[src/rtl/dpi_pkg.sv]
// dpi_pkg: shared definitions for the DPI stream sequencer slice.
//   SID_W / NUM_STREAMS : stream ID width and number of tracked streams
//   CHAR_W              : payload byte width
//   seq_state_t         : per-packet sequencer FSM states
package dpi_pkg;

  localparam int unsigned SID_W       = 6;
  localparam int unsigned NUM_STREAMS = 64;
  localparam int unsigned CHAR_W      = 8;

  typedef enum logic [2:0] {
    S_IDLE,
    S_LOAD,
    S_WAIT,
    S_STREAM,
    S_DRAIN,
    S_EOP
  } seq_state_t;

endpackage

[src/rtl/dpi_stream_table.sv]
// dpi_stream_table: per-stream regex enable table plus per-stream seen bitmap.
//   clk, rst         : clock, synchronous active-high reset
//   cfg_wr/addr/wdata: enable-table write, visible from the next cycle
//   en_addr/en_data  : combinational enable-table read
//   seen_addr/seen_bit: combinational seen-bitmap read
//   clr_seen         : clears the whole bitmap
//   set_seen/set_addr: marks one stream as seen; wins over a same-cycle clear
module dpi_stream_table
  import dpi_pkg::*;
#(
  parameter int unsigned          NUM_REGEX = 16,
  parameter logic [NUM_REGEX-1:0] EN_RESET  = '1
) (
  input  logic                 clk,
  input  logic                 rst,
  input  logic                 cfg_wr,
  input  logic [SID_W-1:0]     cfg_addr,
  input  logic [NUM_REGEX-1:0] cfg_wdata,
  input  logic [SID_W-1:0]     en_addr,
  output logic [NUM_REGEX-1:0] en_data,
  input  logic [SID_W-1:0]     seen_addr,
  output logic                 seen_bit,
  input  logic                 clr_seen,
  input  logic                 set_seen,
  input  logic [SID_W-1:0]     set_addr
);

  logic [NUM_REGEX-1:0]   en_tbl [NUM_STREAMS];
  logic [NUM_STREAMS-1:0] seen;
  logic [NUM_STREAMS-1:0] seen_next;

  assign en_data  = en_tbl[en_addr];
  assign seen_bit = seen[seen_addr];

  always_ff @(posedge clk) begin
    if (rst) begin
      for (int unsigned i = 0; i < NUM_STREAMS; i++) en_tbl[i] <= EN_RESET;
    end else if (cfg_wr) begin
      en_tbl[cfg_addr] <= cfg_wdata;
    end
  end

  // Clear is applied before set so a finishing stream stays marked.
  always_comb begin
    seen_next = clr_seen ? '0 : seen;
    if (set_seen) seen_next[set_addr] = 1'b1;
  end

  always_ff @(posedge clk) begin
    if (rst) seen <= '0;
    else     seen <= seen_next;
  end

endmodule

[src/rtl/dpi_stream_sequencer.sv]
// dpi_stream_sequencer: per-packet controller driving the regex matcher bank.
//   Upstream : pkt_vld/pkt_sop/pkt_eop/pkt_data/pkt_sid in, pkt_rdy out
//   Config   : cfg_wr/cfg_addr/cfg_wdata (enable table), cfg_clr_seen
//   Matchers : load_state, new_stream_id, stream_id, char_in, char_in_vld,
//              eop, enable (all registered)
//   Status   : busy (FSM not idle)
// Optional macro DPI_SEQ_STATS_EN adds saturating stat_pkts, stat_bytes and
// stat_errs counters.
module dpi_stream_sequencer
  import dpi_pkg::*;
#(
  parameter int unsigned          NUM_REGEX    = 16,
  parameter int unsigned          DRAIN_CYCLES = 2,
  parameter logic [NUM_REGEX-1:0] EN_RESET     = '1
) (
  input  logic                 clk,
  input  logic                 rst,
  input  logic                 pkt_vld,
  input  logic                 pkt_sop,
  input  logic                 pkt_eop,
  input  logic [CHAR_W-1:0]    pkt_data,
  input  logic [SID_W-1:0]     pkt_sid,
  output logic                 pkt_rdy,
  input  logic                 cfg_wr,
  input  logic [SID_W-1:0]     cfg_addr,
  input  logic [NUM_REGEX-1:0] cfg_wdata,
  input  logic                 cfg_clr_seen,
  output logic                 load_state,
  output logic                 new_stream_id,
  output logic [SID_W-1:0]     stream_id,
  output logic [CHAR_W-1:0]    char_in,
  output logic                 char_in_vld,
  output logic                 eop,
  output logic [NUM_REGEX-1:0] enable,
  output logic                 busy
`ifdef DPI_SEQ_STATS_EN
  ,
  output logic [31:0]          stat_pkts,
  output logic [31:0]          stat_bytes,
  output logic [15:0]          stat_errs
`endif
);

  localparam logic [2:0] DRAIN_LEN = 3'(DRAIN_CYCLES);

  seq_state_t           state;
  logic                 got_beat;   // first (SOP) beat of this packet taken
  logic [2:0]           since_q;    // cycles since char_in_vld, saturating
  logic [2:0]           since_cur;
  logic                 stream_acc;
  logic                 sop_abort;
  logic                 seen_bit;
  logic [NUM_REGEX-1:0] tbl_en;

  // The SOP beat is left pending in IDLE and consumed as the first payload
  // byte in STREAM; any later SOP means the previous packet lost its EOP.
  always_comb begin
    pkt_rdy = 1'b0;
    case (state)
      S_IDLE:   pkt_rdy = pkt_vld & ~pkt_sop;
      S_STREAM: pkt_rdy = ~(got_beat & pkt_sop);
      default:  pkt_rdy = 1'b0;
    endcase
  end

  assign busy       = (state != S_IDLE);
  assign stream_acc = (state == S_STREAM) & pkt_vld & pkt_rdy;
  assign sop_abort  = (state == S_STREAM) & got_beat & pkt_vld & pkt_sop;
  assign since_cur  = char_in_vld ? 3'd0 : since_q;

  dpi_stream_table #(
    .NUM_REGEX (NUM_REGEX),
    .EN_RESET  (EN_RESET)
  ) u_table (
    .clk       (clk),
    .rst       (rst),
    .cfg_wr    (cfg_wr),
    .cfg_addr  (cfg_addr),
    .cfg_wdata (cfg_wdata),
    .en_addr   (stream_id),
    .en_data   (tbl_en),
    .seen_addr (pkt_sid),
    .seen_bit  (seen_bit),
    .clr_seen  (cfg_clr_seen),
    .set_seen  (state == S_EOP),
    .set_addr  (stream_id)
  );

  always_ff @(posedge clk) begin
    if (rst) begin
      state         <= S_IDLE;
      got_beat      <= 1'b0;
      since_q       <= '1;
      load_state    <= 1'b0;
      new_stream_id <= 1'b0;
      stream_id     <= '0;
      char_in       <= '0;
      char_in_vld   <= 1'b0;
      eop           <= 1'b0;
      enable        <= '0;
    end else begin
      load_state    <= 1'b0;
      new_stream_id <= 1'b0;
      char_in_vld   <= 1'b0;
      eop           <= 1'b0;
      since_q       <= char_in_vld ? 3'd1 : ((&since_q) ? since_q : since_q + 3'd1);
      case (state)
        S_IDLE: begin
          if (pkt_vld && pkt_sop) begin
            state         <= S_LOAD;
            stream_id     <= pkt_sid;
            load_state    <= 1'b1;
            new_stream_id <= ~seen_bit;
          end
        end
        S_LOAD: begin
          enable   <= tbl_en;
          got_beat <= 1'b0;
          state    <= S_WAIT;
        end
        S_WAIT: state <= S_STREAM;
        S_STREAM: begin
          if (stream_acc) begin
            char_in     <= pkt_data;
            char_in_vld <= 1'b1;
            got_beat    <= 1'b1;
            if (pkt_eop) state <= S_DRAIN;
          end else if (sop_abort) begin
            state <= S_DRAIN;
          end
        end
        S_DRAIN: begin
          if (since_cur >= DRAIN_LEN) begin
            state <= S_EOP;
            eop   <= 1'b1;
          end
        end
        S_EOP:   state <= S_IDLE;
        default: state <= S_IDLE;
      endcase
    end
  end

`ifdef DPI_SEQ_STATS_EN
  logic idle_drop;
  assign idle_drop = (state == S_IDLE) & pkt_vld & ~pkt_sop;

  always_ff @(posedge clk) begin
    if (rst) begin
      stat_pkts  <= '0;
      stat_bytes <= '0;
      stat_errs  <= '0;
    end else begin
      if (eop && (stat_pkts != '1))         stat_pkts  <= stat_pkts + 32'd1;
      if (char_in_vld && (stat_bytes != '1)) stat_bytes <= stat_bytes + 32'd1;
      if ((idle_drop || sop_abort) && (stat_errs != '1)) stat_errs <= stat_errs + 16'd1;
    end
  end
`endif

endmodule

[config.mk]
export PLATFORM = sky130hd
export DESIGN_NAME = dpi_stream_sequencer
export DESIGN_NICKNAME = d
export VERILOG_FILES = /design/src/rtl/dpi_pkg.sv /design/src/rtl/dpi_stream_table.sv /design/src/rtl/dpi_stream_sequencer.sv
export SDC_FILE = /design/constraint.sdc
export NUM_CORES = 2
export LEC_CHECK = 0
export CAP_MARGIN = 20
export CORE_ASPECT_RATIO = 1.5
export CORE_MARGIN = 2
export CORE_UTILIZATION = 46
export CTS_BUF_LIST = sky130_fd_sc_hd__clkbuf_4 sky130_fd_sc_hd__clkbuf_8
export CTS_CLUSTER_SIZE = 30
export DETAILED_ROUTE_END_ITERATION = 12
export GPL_TIMING_DRIVEN = 0
export PLACE_DENSITY = 0.66
export REMOVE_ABC_BUFFERS = 1
export SLEW_MARGIN = 15
export SYNTH_ARGS = -nofsm -noshare
export SYNTH_HDL_FRONTEND = slang
export SYNTH_SLANG_ARGS = --single-unit
[constraint.sdc]
create_clock -name clk -period 3.4 [get_ports clk]
set_input_delay 0.34 -clock clk [delete_from_list [all_inputs] [get_ports clk]]
set_output_delay 0.34 -clock clk [all_outputs]
set_load 0.01 [all_outputs]
## After elaboration in Yosys (flattened, before gate mapping)

Memories as Yosys holds them, arrays and structs flattened. A register that Yosys moved wholly into a read port is not among the register bits.
Cells that the tools add are included.

- Mux-type cells: 29
- $add $sub $neg: 1
- Equal/unequal tests: 11
- $lt $le $gt $ge: 4
- Reductions and logical operators: 16
- Bitwise operators: 15

Operators by type and width:

| operator | count |
|---|---|
| $mux W64 | 2 |
| $or A64 B64 Y64 | 1 |
| $mux W3 | 8 |
| $mux W16 | 1 |
| $reduce_or A16 Y1 | 1 |
| $pmux W3 S5 | 1 |
| $lt A6 B7 Y1 const B | 2 |
| $mux W1 | 12 |
| $ne A2 B2 Y1 const B | 4 |
| $reduce_or A2 Y1 | 4 |
| $and A1 B1 Y1 | 7 |
| $not A1 Y1 | 7 |
| $bmux W1 S6 | 1 |
| $demux W1 S6 | 1 |
| $eq A3 B2 Y1 const B | 2 |
| $eq A3 B3 Y1 const B | 2 |
| $ge A6 B1 Y1 const B | 1 |
| $mux W6 | 1 |
| $ne A3 B3 Y1 const B | 2 |
| $reduce_and A2 Y1 | 3 |
| $pmux W1 S2 | 2 |
| $reduce_and A4 Y1 | 1 |
| $add A3 B1 Y3 const B | 1 |
| $eq A3 B1 Y1 const B | 1 |
| 7 further kinds | 8 |

- Bits in writable memories: 1024
- Logic and storage cells: 88
- Output and inout port bits: 36
- Bits in registers: 89
- Memories kept: 1
- Input bits: 43

Memories:

| name | depth | width | read ports | clocked after memory_dff | wr ports | RTL line | text |
|---|---|---|---|---|---|---|---|
| u_table.en_tbl | 64 | 16 | 1 | 1 | 64 | dpi_stream_table.sv:28 | `logic [NUM_REGEX-1:0] en_tbl [NUM_STREAMS];` |

## Depth between registers and ports, before layout

- Word-level depth: 7
- Gate-level depth with buffers: 10
- Gate-level depth less buffers: 5

## Modules after synthesis

A second synthesis with hierarchy kept.

- Cells, all modules: 3566
- Area total of the unflattened synthesis: 51831.0 µm²

By module, submodules not included:

| module | area each (µm²) | seq. area each (µm²) | cells each | instances |
|---|---|---|---|---|
| dpi_stream_table | 50126.8 | 32030.7 | 3379 | 1 |
| dpi_stream_sequencer | 1704.1 | 820.8 | 187 | 1 |

## Least setup slack after synthesis

Ideal clock, no wire load.

- Path kind: input to register
- Start point: input port rst
- End point: memory u_table.en_tbl[11][0] (enable)
- Slack: 0.642 ns
- Stages on the path: 8
- Path buffers: 4
- Setup time: 0.392 ns
- Arrival time: 2.365 ns
- Required time: 3.008 ns
- Cell sequence: buf_6 or3b_1 buf_2 inv_1 nand3_2 clkbuf_1 buf_2 o21bai_1

RTL lines:

| item | RTL line | text |
|---|---|---|
| start: declaration | dpi_stream_sequencer.sv:17 | `input logic rst,` |
| end: declaration | dpi_stream_table.sv:28 |  |

==> impl_metrics.ini <==
[clocking]
clk_pin_slew_ns = 0.06
cts_tree = done
clock_path_buffers = 3
cts_made_buffers = 168
htree_levels = 4
clock-root-buffer = clkbuf_8
insertion_delay_ns = 0.89
cts_sinks = 1129

[place]
place_congestion = 0.820
dpl.cell_count = 4920
portBuffers = 78
hpwl_mm = 92.2
pre_cts_slack_ns = -1.22
dpl-instance-area_mm2 = 0.0547

[cells_and_area]
n_fill_cell = 9128
final_cell_area_mm2 = 0.0583
num-nets-final = 3691
drive_above_1_share_pct = 32.1
fin_cells = 5230
fin_util_pct = 51.9
syn_to_final_growth_pct = 12.2
layout_common_cells = edfxtp_1 (1024), or3_1 (516), or2_2 (511), mux2i_1 (206), mux4_2 (204)
layout_commonest_cell = edfxtp_1

[floorplanning]
initial_core_util_pct = 46.2
io_pins = 79
dieArea_mm2 = 0.116
fp.dieH_um = 416
fp.dieW_um = 278
core_mm2 = 0.112
num_rows = 151

[sta]
fmax_mhz = 285
worst_slew_pin_slew_ns = 1.31
timing.final.crit_share_pct = 103
finalSetupViolCount = 22
finalWorstSetupSlack_ns = -0.103
finalMaxSlewViolations = 0
fin_skew_ns = 0.0463
hold_slack_ns = 0.0711
final-hold-violation-count = 0
grt_setup_unrepaired = no
slew-limit-headroom_pct = 12.6
fin_crit_ns = 3.50

[run]
maxCapViolations = 0

[synthesis]
seq_area_frac_synth_pct = 63.2
synth-edff-count = 1024
ys.flop_type = edfxtp_1
ys_seq_elements = 1129
synthArstFlopShare_pct = 0
netlist_area_mm2 = 0.0520
yosysWarningCount = 0
synth_area_per_cell_um2 = 14.0
syn_inst = 3700
synth.distinct_cells = 62

[route]
routedWlPerCell_um = 28.9
dr_total_vias = 31900
drt_iter0_markers = 3222
drt-total-wl_mm = 151
ant_nets = 0
dr.pass1.iters = 7
drc_errors = 0
routed_via_density = 6.10

[pwr]
powerDensity_mw_per_mm2 = 544
peakVddDrop_mv = 0.431
leakagePower_nw = 18.2

[grt]
grt_pass1_wl_mm = 219
grt_max_degree = 126
grt-ovfl-total = 0
grt_usage_pct = 26.1
grt_pass1_vias = 31800
antenna_found_initial = 4

[worst_setup_path]
reg2reg_depth = 6
cp_data_required_time_ns = 4.20
cp.arrival_ns = 4.30
end_kind = flop
startpoint_type = flop
cp_max_fo = 34
path_class = flop to flop

[hold_path]
hold-path-cell-count = 3
min-delay-path-class = input port to flop

[outcome]
status = finished, violations left
violations = negative setup slack
-- cell usage after synthesis (9+ instances only) --
cell type	number	area [µm²]
or3_1	517	3230
buf_1	18	67.6
nand3_1	16	80.1
buf_6	11	124
clkbuf_1	301	1130
buf_4	21	158
nor2b_1	77	482
edfxtp_1	1024	30700
mux4_2	204	4590
nand2b_1	39	244
mux2i_1	210	2100
a22oi_1	28	210
buf_2	52	260
a31oi_1	10	62.6
nand2_1	92	345
nor3_1	9	45.0
mux2_2	16	180
a211oi_1	17	128
o21ai_0	10	50.1
o22ai_1	46	288
a22o_1	9	78.8
nor2_1	124	465
a21oi_1	105	526
o21bai_1	39	293
or2_2	512	3200
dfxtp_1	105	2100
-- final timing paths --
kind                              startpoint                to  slack [ns]
worst max-delay path            stream_id[1]         enable[9]       -0.10
worst min-delay path                     rst  u_table.seen[33]        0.07
worst max register to register  stream_id[1]         enable[9]       -0.10
worst min register to register    char_in[5]        char_in[5]        0.49
-- flip-flops by register name, indices dropped and copies added (netlist names), 3 cells and up --
signal and cells:
char_in 8, enable 16, since_q 3, state 3, stream_id 6, u_table.en_tbl 1024
u_table.seen 64
-- per-stage QoR --
stage | TNS, ns | power (mW)
5_1_grt | 0 | 32.6
4_1_cts | 0 | 31.8
6_report | -0.296 | 31.7
3_3_place_gp | - | 21.3
2_1_floorplan | -789.48 | 19.0
3_5_place_dp | -652.73 | 20.8
-- cell families after synthesis --
kind of cell | after synthesis | synth area share, %
AO/OA/AOI/OAI | 295 | 3.74
XOR/XNOR | 2 | 0.0337
adder cells (fa/ha/maj) | 2 | 0.0482
buffers and inverters | 408 | 3.38
flip-flops | 1129 | 63.2
multiplexers | 430 | 13.2
AND/OR/NAND/NOR | 1434 | 16.3
-- timing repair --
action | 4_1_cts | 5_1_grt
endpoints found under the setup margin | 273 | 110
pin swaps | 0 | 0
gates resized for setup | 26 | 11
hold buffers | 3 | 0
buffers inserted | 5 | 1
endpoints found under the hold margin | 22 | 0
-- critical path: stages, from the launching register on --
cell and delay, ns:
dfxtp_4 0.61, buf_16 0.32, nand2b_1 1.03, o22ai_1 0.22, nor3_1 0.71, a31oi_1 0.19
a41oi_1 0.29
-- area by class of cell --
type / instances / area (µm²) / share of cell area, %
Sequential cell: 1129 / 32900 / 56.4
Multi-Input combinational cell: 2163 / 17800 / 30.5
Clock buffer: 235 / 2870 / 4.93
Timing Repair Buffer: 179 / 2520 / 4.33
Tap cell: 1453 / 1820 / 3.12
Clock inverter: 65 / 437 / 0.749
Inverter: 5 / 23.8 / 0.0408
Antenna cell: 1 / 2.50 / 0.00429
-- power breakdown --
part / leakage [nW] / internal (mW) / total (mW) / switching [mW]
Clock: 1.74 / 5.82 / 11.1 / 5.32
Combinational: 5.33 / 1.67 / 4.39 / 2.73
Sequential: 11.2 / 15.9 / 16.2 / 0.335
-- routing by layer --
layer | track usage [%] | routed length, µm | vias up
met2 | 44.5 | 76500 | 1468
met3 | 4.97 | 11500 | 286
met1 | 32.4 | 56600 | 16400
met5 | 0 | 0 | -
met4 | 11.1 | 6380 | 0
li1 | - | - | 13700
(Power assumes the default switching activity.)
